**config.mk**
```make
export PLATFORM = sky130hd
export DESIGN_NAME = decode_stage
export DESIGN_NICKNAME = d
export VERILOG_FILES = /design/src/rtl/decode_stage.sv
export SDC_FILE = /design/constraint.sdc
export NUM_CORES = 1
export LEC_CHECK = 0
export BUFFER_PORTS_ARGS = -buffer_cell sky130_fd_sc_hd__buf_4
export CAP_MARGIN = 20
export CORE_MARGIN = 2
export CORE_UTILIZATION = 62
export CTS_CLUSTER_SIZE = 20
export DETAILED_ROUTE_END_ITERATION = 8
export GPL_TIMING_DRIVEN = 0
export PLACE_DENSITY = 0.92
export SYNTH_ARGS = -nofsm -noshare
export SYNTH_HDL_FRONTEND = slang
export SYNTH_SLANG_ARGS = --single-unit
export TNS_END_PERCENT = 30
```
**constraint.sdc**
```tcl
create_clock -name clk -period 4.4 [get_ports clk]
set_input_delay 0.88 -clock clk [delete_from_list [all_inputs] [get_ports clk]]
set_output_delay 0.88 -clock clk [all_outputs]
set_load 0.01 [all_outputs]
```
**src/rtl/decode_stage.sv**
```systemverilog
// RV32I decode stage with a two-entry skid buffer; optional M extension via RV32M_EN.
// Latency 1 cycle to id_*; 1 instr/cycle when id_ready is held. Backpressure: if_ready = !skid_valid (registered).
module decode_stage #(
    parameter int PC_W    = 32,
    parameter int ORDER_W = 64
) (
    input  logic               clk,
    input  logic               rst_n,
    input  logic               flush,
    input  logic               if_valid,
    output logic               if_ready,
    input  logic [31:0]        if_inst,
    input  logic [PC_W-1:0]    if_pc,
    output logic               id_valid,
    input  logic               id_ready,
    output logic [PC_W-1:0]    id_pc,
    output logic [4:0]         id_rd,
    output logic [4:0]         id_rs1,
    output logic [4:0]         id_rs2,
    output logic [31:0]        id_imm,
    output logic               id_regwrite,
    output logic               id_memwrite,
    output logic               id_memread,
    output logic               id_wb_src,
    output logic               id_alu_select,
    output logic               id_branch,
    output logic               id_jump,
    output logic [1:0]         id_ext,
    output logic               id_muldiv,
    output logic               id_illegal,
    output logic [ORDER_W-1:0] id_order
);

    localparam logic [6:0] OPC_LUI    = 7'b0110111;
    localparam logic [6:0] OPC_AUIPC  = 7'b0010111;
    localparam logic [6:0] OPC_JAL    = 7'b1101111;
    localparam logic [6:0] OPC_JALR   = 7'b1100111;
    localparam logic [6:0] OPC_BRANCH = 7'b1100011;
    localparam logic [6:0] OPC_LOAD   = 7'b0000011;
    localparam logic [6:0] OPC_STORE  = 7'b0100011;
    localparam logic [6:0] OPC_OPIMM  = 7'b0010011;
    localparam logic [6:0] OPC_OP     = 7'b0110011;

    typedef struct packed {
        logic [PC_W-1:0]    pc;
        logic [4:0]         rd;
        logic [4:0]         rs1;
        logic [4:0]         rs2;
        logic [31:0]        imm;
        logic               regwrite;
        logic               memwrite;
        logic               memread;
        logic               wb_src;
        logic               alu_select;
        logic               branch;
        logic               jump;
        logic [1:0]         ext;
        logic               muldiv;
        logic               illegal;
        logic [ORDER_W-1:0] order;
    } bundle_t;

    bundle_t            dec;
    bundle_t            main_q;
    bundle_t            skid_q;
    logic               main_vld;
    logic               skid_vld;
    logic [ORDER_W-1:0] order_cnt;
    logic               legal;
    logic               wr;
    logic               accept;
    logic               drain;

    wire [6:0] opcode = if_inst[6:0];
    wire [6:0] funct7 = if_inst[31:25];

    always_comb begin
        dec        = '0;
        legal      = 1'b1;
        wr         = 1'b0;
        dec.pc     = if_pc;
        dec.rd     = if_inst[11:7];
        dec.rs1    = if_inst[19:15];
        dec.rs2    = if_inst[24:20];
        dec.order  = order_cnt;
        case (opcode)
            OPC_LUI: begin
                wr = 1'b1; dec.ext = 2'b11;
                dec.imm = {if_inst[31:12], 12'b0};
            end
            OPC_AUIPC: begin
                wr = 1'b1; dec.ext = 2'b01;
                dec.imm = {if_inst[31:12], 12'b0};
            end
            OPC_JAL: begin
                wr = 1'b1; dec.ext = 2'b10; dec.jump = 1'b1;
                dec.imm = {{11{if_inst[31]}}, if_inst[31], if_inst[19:12], if_inst[20], if_inst[30:21], 1'b0};
            end
            OPC_JALR: begin
                wr = 1'b1; dec.ext = 2'b10; dec.jump = 1'b1;
                dec.imm = {{20{if_inst[31]}}, if_inst[31:20]};
            end
            OPC_BRANCH: begin
                dec.branch = 1'b1;
                dec.imm = {{19{if_inst[31]}}, if_inst[31], if_inst[7], if_inst[30:25], if_inst[11:8], 1'b0};
            end
            OPC_LOAD: begin
                wr = 1'b1; dec.memread = 1'b1; dec.wb_src = 1'b1;
                dec.imm = {{20{if_inst[31]}}, if_inst[31:20]};
            end
            OPC_STORE: begin
                dec.memwrite = 1'b1; dec.wb_src = 1'b1;
                dec.imm = {{20{if_inst[31]}}, if_inst[31:25], if_inst[11:7]};
            end
            OPC_OPIMM: begin
                wr = 1'b1;
                dec.imm = {{20{if_inst[31]}}, if_inst[31:20]};
            end
            OPC_OP: begin
                wr = 1'b1;
                if (funct7 == 7'b0000000 || funct7 == 7'b0100000) begin
                    legal = 1'b1;
`ifdef RV32M_EN
                end else if (funct7 == 7'b0000001) begin
                    legal = 1'b1;
                    dec.muldiv = 1'b1;
`endif
                end else begin
                    legal = 1'b0;
                end
            end
            default: legal = 1'b0;
        endcase
        dec.alu_select = !(opcode == OPC_OP || opcode == OPC_BRANCH);
        dec.illegal    = !legal;
        // Illegal encodings still flow down the pipe, but must not touch any state.
        dec.regwrite   = wr && legal && (dec.rd != 5'd0);
        dec.memwrite   = dec.memwrite && legal;
        dec.memread    = dec.memread && legal;
        dec.branch     = dec.branch && legal;
        dec.jump       = dec.jump && legal;
    end

    assign if_ready = !skid_vld;
    assign accept   = if_valid && if_ready && !flush;
    assign drain    = main_vld && id_ready;

    always_ff @(posedge clk or negedge rst_n) begin
        if (!rst_n) begin
            main_vld  <= 1'b0;
            skid_vld  <= 1'b0;
            main_q    <= '0;
            skid_q    <= '0;
            order_cnt <= '0;
        end else if (flush) begin
            main_vld <= 1'b0;
            skid_vld <= 1'b0;
        end else begin
            if (accept)
                order_cnt <= order_cnt + ORDER_W'(1);
            // skid_vld implies main_vld, and accept implies !skid_vld.
            if (!main_vld || drain) begin
                if (skid_vld) begin
                    main_q   <= skid_q;
                    main_vld <= 1'b1;
                    skid_vld <= 1'b0;
                end else begin
                    main_vld <= accept;
                    if (accept)
                        main_q <= dec;
                end
            end else if (accept) begin
                skid_q   <= dec;
                skid_vld <= 1'b1;
            end
        end
    end

    assign id_valid      = main_vld;
    assign id_pc         = main_q.pc;
    assign id_rd         = main_q.rd;
    assign id_rs1        = main_q.rs1;
    assign id_rs2        = main_q.rs2;
    assign id_imm        = main_q.imm;
    assign id_regwrite   = main_q.regwrite;
    assign id_memwrite   = main_q.memwrite;
    assign id_memread    = main_q.memread;
    assign id_wb_src     = main_q.wb_src;
    assign id_alu_select = main_q.alu_select;
    assign id_branch     = main_q.branch;
    assign id_jump       = main_q.jump;
    assign id_ext        = main_q.ext;
    assign id_muldiv     = main_q.muldiv;
    assign id_illegal    = main_q.illegal;
    assign id_order      = main_q.order;

endmodule
```
Yosys cells after proc, flatten, opt, wreduce, memory -nomap -nowiden --
Index checks and enable logic that the tools add are counted.
Word-level totals: register bits after elaboration 373, bits in latches 0, RAM bits 0, bits in read-only memories 0, bits of input ports 69, output and inout port bits 156, logic and storage cells 96, memories kept 0
Cells by class: add/subtract/negate cells 1, $mul 0, div/mod/pow operators 0, $lt $le $gt $ge 0, equal/unequal tests 10, shifts and indexed selects 0, multiplexer cells 18, bitwise operators 2, reductions and logical operators 31
Operators with widths (number):
- 2-to-1 mux 154 bit | 2
- one-hot mux 32 bit (5 select lines) | 1
- adder 64 x 1 -> 64 bit, second input constant | 1
- == test 7 x 6 -> 1 bit, second input constant | 4
- == test 7 bit, second input constant | 3
- == test 7 x 5 -> 1 bit, second input constant | 2
- 2-to-1 mux 1 bit | 13
- logical AND 1 bit | 9
- OR reduction 8 bit | 1
- == test 7 x 2 -> 1 bit, second input constant | 1
- zero test 7 bit | 1
- OR reduction 7 bit | 1
- one-hot mux 2 bit (3 select lines) | 1
- AND reduction 3 bit | 2
- OR reduction 2 bit | 3
- zero test 1 bit | 5
- nonzero test 5 bit | 1
- nonzero test 2 bit | 2
- logical OR 1 bit | 3
- nonzero test 3 bit | 1
- OR reduction 3 bit | 1
- NOT 1 bit | 2
- one-hot mux 1 bit (2 select lines) | 1
- AND reduction 2 bit | 1

Logic depth before layout (Yosys ltp) --
Gate-level depths: netlist (run 1).
word-level depth 8, depth in mapped cells 9, depth with buffers taken out 6

Worst setup path after synthesis (run 1) --
No wires, ideal clock.
kind in2reg, start input if_inst[4], end register main_q (netlist bit id_imm[10]), setup time 77 ps, arrival time 2266 ps, required time 4323 ps, setup slack 2057 ps, stages on the path 7, buffers on the path 2, path through clkbuf_1 -> nand2_1 -> o21ai_0 -> o31ai_1 -> clkbuf_1 -> a31oi_1 -> a21oi_1
On the way: cells in the longest elaborated chain, start to end 5, elaborated cells between the ends (all ways) 13, those cells by class eq/ne: 8; mux: 3; reduce/logical: 2
RTL lines:
- start, declared | line 12 | input logic [31:0] if_inst,
- == test 7 x 2 -> 1 bit, or another cell as far along | line 86 | case (opcode)
- OR reduction 3 bit (no source line) or OR reduction 2 bit (tied branches)
- one-hot mux 32 bit (5 select lines) * | line 86
- 2-to-1 mux 154 bit * | line 169 | if (accept)
- 2-to-1 mux 154 bit * | line 163 | if (skid_vld) begin
- end signal, assigned | line 164 | main_q <= skid_q;
- end, declared | line 64 | bundle_t main_q;
Mark *: on every way between the ends. The rest lies on a longest branch, timed or not. The select of a mux whose other input is x is not followed. A chain may end at the register's enable or synchronous reset.

Final worst setup path (run 1) --
start register skid_vld, end output if_ready
On the way: cells in the longest elaborated chain, start to end 1
RTL lines:
- start, declared | line 67 | logic skid_vld;
- start signal, assigned | line 151 | skid_vld <= 1'b0;
- start signal, assigned | line 157 | skid_vld <= 1'b0;
- start signal, assigned | line 166 | skid_vld <= 1'b0;
- zero test 1 bit | line 144 | assign if_ready = !skid_vld;
- end, declared | line 11 | output logic if_ready,
Every way passes these cells.

==> results.md, run 1 <==
* Mean area per synthesized cell at 9.76 sq um
* Post-synth EDFFs at 0
* Clk Tree Root Cell: clkbuf_16
* Num CTS Buffers at 37
* Final Max Slew Viols at 0
* Overall Global Routing Usage at 0.333
* Relative slew slack at 0.399
* CTS HTree Levels at 2
* Post-layout minimum cycle time at 3.10 ns
* Clock latency on the worst-skew pair at 0.52 ns
* CORE AREA at 25300 sq um
* Final WS setup at 1.30 ns
* Fmax at 0.322 GHz
* Routed Antenna Nets at 0
* Port-buffer cells at 222
* First-pass detailed-route iteration total at 6
* Prevailing post-synth register cell: dfrtp_1
* Crit-path max FO at 10
* Share of cells above drive strength 1 at 0.169
* Mapped Cells at 1646
* Ys async rst share at 1.00
* Endpoint type of the worst setup path: output port
* Leak at 9.39 nW
* CTS resizes at 0
* Hold Path Class: in2async
* Core Util, Final at 0.770
* Synth warn at 0
* Longest Clk Path Bufs at 3
* First-pass GRT wire length at 70800 um
* Hold-fix buffers at CTS at 0
* CTS tree: done
* Clock Skew at 0.00844 ns
* Vias at 13700
* Syn-to-layout area delta at 21.5%
* Final Setup Violations at 0
* Post CTS Setup Buffer Count at 0
* Remaining Overflow, GRT at 0
* Wire length per cell at 19.8 um
* Crit path DAT at 2.22 ns
* Io pins at 225
* Post-Route Setup TNS at 0 ns
* FILL cells at 1576
* Num rows at 58
* CTS sink cnt at 372
* Type of the worst setup path: reg2out
* Sequential fraction of the synthesis area at 0.580
* Initial core utilization at 0.634
* Status: finished, final reports clean
* First DRT Iteration DRCs at 1715
* PD cells at 428 nW/um^2
* Endpoints failing hold at 0
* Place WS at 0.937 ns
* Vias in the first global route at 13900
* Largest net degree at the start of global routing at 118
* FF+latch count, synth at 372
* Area of the die at 27200 sq um
* RSZ-0062 raised after global routing: no
* Syn Nets at 1716
* CP required at 3.52 ns
* Worst Tran Pin Value at 0.894 ns
* Clk slew on worst S/H paths at 0.06 ns
* CP Launch Type: flip-flop
* Final period util at 0.705
* Via density at 6.05
* Most frequent CP cell: clkbuf_1
* Die height at 165 um
* Slowest-stage cell, CP: clkbuf_1
* Die width at 165 um
* Placer's final routability congestion estimate at 0.906
* Unique masters post-synth at 56
* DRC Markers at 0
* Mapped cell area at 16100 sq um
* Slowest cell delay on critical path at 0.43 ns
* Initial antenna violation count at 1
* DP Wirelength at 31100 um
* Placed Cells at 2201
* Nets at 1980
* Final wirelength at 44800 um
* Worst vdd ir at 0.411 mV
* Max cap viols at 0
* Post-Layout Cell Count at 2267
* Crit-path cells: buf_2 -> inv_1 -> clkbuf_1 -> clkbuf_1 -> buf_4
final cells by class:
class,count,area [sq um],share of cell area
diodes,1,2.50,0.000128
plain buffers,95,389,0.0199
clock buffers,55,1120,0.0572
clock inverters,10,159,0.00815
inverters,12,45.0,0.00231
multi-input cells,1167,6320,0.324
flip-flops and latches,372,9310,0.477
well taps,330,413,0.0212
repair buffers,225,1760,0.0900
power breakdown:
group,switching [mW],internal (mW)
combinational,0.578,0.433
clock,1.31,1.99
sequential,0.261,3.78
cell families (layout without fill, tap and decap cells):
group                    count (synthesis)  in the layout  share of synthesized area
AND/OR/NAND/NOR                        731            731                      0.203
flip-flops                             372            372                      0.580
AO/OA/AOI/OAI                          255            255                     0.0830
multiplexers                           115            115                     0.0719
buffers and inverters                  107            397                     0.0270
XOR/XNOR                                64             64                     0.0349
adder cells (fa/ha/maj)                  1              1                   0.000779
other                                    1              2                   0.000233
synthesized netlist by cell type (9+ instances only):
library cell	n	area share
and3_1	15	0.0058
mux2i_1	112	0.070
nand2_1	510	0.12
nand3_1	37	0.012
dfrtp_1	372	0.58
nor2_1	52	0.012
a31oi_1	10	0.0039
inv_1	12	0.0028
clkbuf_1	71	0.017
xor2_1	31	0.017
xnor2_1	33	0.018
o21ai_0	168	0.052
nor3_1	21	0.0065
a21oi_1	62	0.019
buf_2	23	0.0072
nand4_1	18	0.0070
or3_1	20	0.0078
nor4_1	10	0.0039
and2_1	9	0.0035
registers in the layout (all words and copies together), names as in the netlist, 2 cells and up:
register   cells
id_pc         32
id_order      64
skid_q       153
id_ext         2
id_rd          5
order_cnt     64
id_rs1         5
id_rs2         5
id_imm        32
path summary, 6_finish.rpt:
check                                       start                endpoint  slack (ns)  cells after the start
setup / recovery             skid_vld$_DFFE_PN0P_                if_ready        1.30                      5
setup reg to reg             skid_vld$_DFFE_PN0P_   id_imm[0]$_DFFE_PN0P_        1.37                      8
hold reg to reg            skid_q[81]$_DFFE_PN0P_  skid_q[81]$_DFFE_PN0P_        0.47                      2
hold / removal                              rst_n   id_pc[19]$_DFFE_PN0P_        0.32                      1
min in group clk           skid_q[81]$_DFFE_PN0P_  skid_q[81]$_DFFE_PN0P_        0.47                      2
max in group asynchronous                   rst_n  skid_q[57]$_DFFE_PN0P_        2.82                      3
through the flow:
step	cell area [sq um]	total power, mW	hold slack, ns
floorplan	16100	4.49	0.438
global placement	18100	4.99	0.449
detailed placement	18200	5.08	0.456
CTS	19500	8.35	0.348
global route	19500	8.65	0.374
finish	19500	8.35	0.325
layout by cell type (no fill, tap or decap), types with 12 or more instances in the layout:
cell       count
a21oi_1       62
and3_1        15
buf_2         23
buf_4        222
clkbuf_1      79
clkbuf_16     39
dfrtp_1      372
inv_1         12
mux2i_1      112
nand2_1      510
nand3_1       37
nand4_1       18
nor2_1        52
nor3_1        21
o21ai_0      168
or3_1         20
xnor2_1       33
xor2_1        31
worst max-delay path, delay by kind of cell, from the launching register on:
kind / cells / cell delay (ns)
buffers and inverters: 5 / 1.33
DFF: 1 / 0.35
routing by layer:
layer  vias to the layer above  global-route usage  wire [um]
met3                       178              0.0585       3690
met4                         0               0.155       2070
met1                      6756               0.429      17200
met5                         -                   0          0
li1                       6060                   -          -
met2                       715               0.556      21800
Power figures use the tool's default switching activity.
==> run 2, diff against run 1 <==
Settings changed: ABC_AREA set to 1, CORE_UTILIZATION 62 to 53, PLACE_DENSITY 0.92 to 0.84.
Clock period 4.4 ns to 2.6 ns, I/O delays scaled along.
==> run 2 against run 1 <==
Compared with the run above: the run now ends with hold timing left; synthesized cell count rose by 31%; cell area rose by 7.3%; via count rose by 17%; global-route usage fell by 3.5 points; sequential cell count did not move; non-clock buffer count rose by 15; clock skew rose by 0.010 ns; first-iteration DRC count fell by 13%; critical path type is now reg2reg.
==> results.md, run 2 <==
* Post-synthesis compound-gate area fraction at 0.135 (was 0.0830)
* Most common cell after layout, fill and taps aside: nand2_1 (unchanged)
* Die height at 185 um (was 165 um)
* Nets at 2498 (was 1980)
* Largest net degree at the start of global routing at 118 (unchanged)
* Max cap viols at 0 (unchanged)
* Final wirelength at 50600 um (was 44800 um)
* Clk slew on worst S/H paths at 0.06 ns (about the same)
* Worst r2r src: skid_vld$_DFFE_PN0P_ (unchanged)
* Top-area cell type share of the netlist area at 0.537 (was 0.580)
* Placer's final routability congestion estimate at 0.950 (was 0.906)
* Remaining Overflow, GRT at 0 (unchanged)
* Fmax at 0.407 GHz
* Vias at 16100 (was 13700)
* CP Launch Type: flip-flop (unchanged)
* Ys async rst share at 1.00 (unchanged)
* Synth top cells by count: nand2_1, o21ai_0, dfrtp_1, inv_1, nor2_1 (was nand2_1, dfrtp_1, o21ai_0, mux2i_1, clkbuf_1)
* Longest Clk Path Bufs at 3 (unchanged)
* Post-synthesis mux area share at 0 (was 0.0719)
* CTS HTree Levels at 2 (unchanged)
* Share of cells above drive strength 1 at 0.148 (was 0.169)
* Syn Nets at 2231 (was 1716)
* Mean area per synthesized cell at 8.03 sq um (was 9.76 sq um)
* Synth area leaders: dfrtp_1, nand2_1, o21ai_0 (was dfrtp_1, nand2_1, mux2i_1)
* Final period util at 0.945
* Mapped cell area at 17300 sq um (was 16100 sq um)
* Adder-Cell Fraction of Synth Area at 0.000721 (was 0.000779)
* Most frequent cell after synthesis: nand2_1 (unchanged)
* Crit path DAT at 2.86 ns (was 2.22 ns)
* Most frequent cells in the layout: nand2_1, o21ai_0, dfrtp_1 (was nand2_1, dfrtp_1, buf_4)
* XOR/XNOR Fraction of Synth Area at 0.0232 (was 0.0349)
* Post-synth EDFFs at 0 (unchanged)
* DP Wirelength at 36900 um (was 31100 um)
* Worst Tran Pin Value at 1.12 ns (was 0.894 ns)
* First DRT Iteration DRCs at 1496 (was 1715)
* PD cells at 701 nW/um^2 (was 428 nW/um^2)
* Synth area leader: dfrtp_1 (unchanged)
* Synth Area in Simple Gates at 0.236 (was 0.203)
* Relative slew slack at 0.251 (was 0.399)
* Num CTS Buffers at 39 (was 37)
* Port-buffer cells at 223 (was 222)
* Num rows at 66 (was 58)
* Type of the worst setup path: reg2reg (was reg2out)
* Post CTS Setup Buffer Count at 0 (unchanged)
* Via density at 5.54 (was 6.05)
* Crit-path max FO at 10 (unchanged)
* Vias in the first global route at 15600 (was 13900)
* Syn-to-layout area delta at 20.7% (was 21.5%)
* DRC Markers at 0 (unchanged)
* Initial antenna violation count at 3 (was 1)
* Final Max Slew Viols at 0 (unchanged)
* Routed Antenna Nets at 0 (unchanged)
* Combinational family with the most area after synthesis: simple AND/OR/NAND/NOR gates (unchanged)
* Post-layout minimum cycle time at 2.46 ns
* Max FFs per register at 153 (unchanged)
* Die width at 185 um (was 165 um)
* Min Hold Slack at -0.0306 ns (was 0.325 ns)
* RSZ-0062 raised after global routing: no (unchanged)
* Initial core utilization at 0.536 (was 0.634)
* Hold Path Class: in2async (unchanged)
* Leak at 10.7 nW (was 9.39 nW)
* CTS tree: done (unchanged)
* Synth warn at 0 (unchanged)
* Sequential fraction of the synthesis area at 0.537 (was 0.580)
* Wire length per cell at 17.5 um (was 19.8 um)
* Clock Skew at 0.0186 ns (was 0.00844 ns)
* Worst vdd ir at 0.512 mV (was 0.411 mV)
* Area of the die at 34200 sq um (was 27200 sq um)
* CTS sink cnt at 372 (unchanged)
* Crit path from: skid_vld$_DFFE_PN0P_ (unchanged)
* Io pins at 225 (unchanged)
* First-pass GRT wire length at 80900 um (was 70800 um)
* Final Setup Violations at 0 (unchanged)
* Status: complete, but fails checks (was finished, final reports clean)
* Clk Tree Root Cell: clkbuf_16 (unchanged)
* Total power at 14.7 mW (was 8.35 mW)
* Failing checks: hold timing
* CORE AREA at 32400 sq um (was 25300 sq um)
* FF+latch count, synth at 372 (unchanged)
* Hold-fix buffers at CTS at 0 (unchanged)
* CP required at 3.00 ns (was 3.52 ns)
* Clock latency on the worst-skew pair at 0.54 ns (was 0.52 ns)
* Overall Global Routing Usage at 0.298 (was 0.333)
* Endpoint type of the worst setup path: flip-flop (was output port)
* Mapped Cells at 2161 (was 1646)
* Endpoints failing hold at 10 (was 0)
* Prevailing post-synth register cell: dfrtp_1 (unchanged)
* First-pass detailed-route iteration total at 5 (was 6)
* Biggest register: skid_q (unchanged)
* Unique masters post-synth at 40 (was 56)
==> run 2: stage by stage <==
stage	util	TNS (ns)	instances	instance area [sq um]	setup WS (ns)
global route	0.647	0	2901	20900	0.0962
finish	0.647	0	2902	20900	0.142
detailed placement	0.607	0	2829	19700	0.255
CTS	0.647	0	2901	20900	0.0482
global placement	0.605	-891.05	2826	19600	-2.43
floorplan	-	0	2161	17300	0.910
==> run 2: cells by family after synthesis <==
family                     count (synthesis)
and+or+nand+nor                          983
AOI/OAI and AO/OA                        456
DFF                                      372
buffers and inverters                    302
xor gates and xnor gates                  46
adders and majority gates                  1
other                                      1
==> run 2: routing by layer <==
metal / global-route usage / up-vias / wire length (um) / share of wire
met4: 0.104 / 4 / 1660 / 0.033
li1: - / 7423 / - / -
met2: 0.487 / 781 / 23800 / 0.47
met5: 0 / - / 27 / 0.00053
met3: 0.0545 / 122 / 4520 / 0.089
met1: 0.403 / 7741 / 20600 / 0.41
==> run 2: critical path: stages (launching register included) <==
cell and delay (ns):
dfrtp_1 0.40, clkinv_2 0.16, clkbuf_1 0.86, buf_1 0.55, nand2_1 0.09, o21ai_0 0.12, o21ai_0 0.13
==> run 2: cell type report <==
| type | count | area [sq um] |
|---|---|---|
| Fill cell | 2665 | 11400 |
| Clock buffer | 59 | 1150 |
| Clock inverter | 13 | 115 |
| Inverter | 193 | 726 |
| Tap cell | 442 | 553 |
| Antenna cell | 1 | 2.50 |
| Timing Repair Buffer | 226 | 1760 |
| Buffer | 109 | 464 |
| Sequential cell | 372 | 9310 |
| Multi-Input combinational cell | 1487 | 6850 |
==> run 2: timing repair <==
action,in CTS,in global routing
resized for setup,0,2
endpoints found under the hold margin,0,0
setup endpoints to repair,0,1
==> run 2: path summary, 6_finish.rpt <==
kind | to | slack, ns | cells past startpoint
worst max-delay path | id_pc[28]$_DFFE_PN0P_ | 0.14 | 6
worst min-delay path | id_imm[7]$_DFFE_PN0P_ | -0.03 | 1
worst max register to register | id_pc[28]$_DFFE_PN0P_ | 0.14 | 6
worst min register to register | id_imm[15]$_DFFE_PN0P_ | 0.48 | 2
max in group asynchronous | order_cnt[27]$_DFFE_PN0P_ | 1.14 | 3
min in group clk | skid_q[83]$_DFFE_PN0P_ | 0.25 | 3
==> run 2: report_power, final <==
part	internal (mW)	leakage, nW	switching (mW)	total [mW]
clock	3.18	0.625	2.33	5.52
combinational	0.885	5.35	1.25	2.13
sequential	6.56	4.76	0.466	7.02
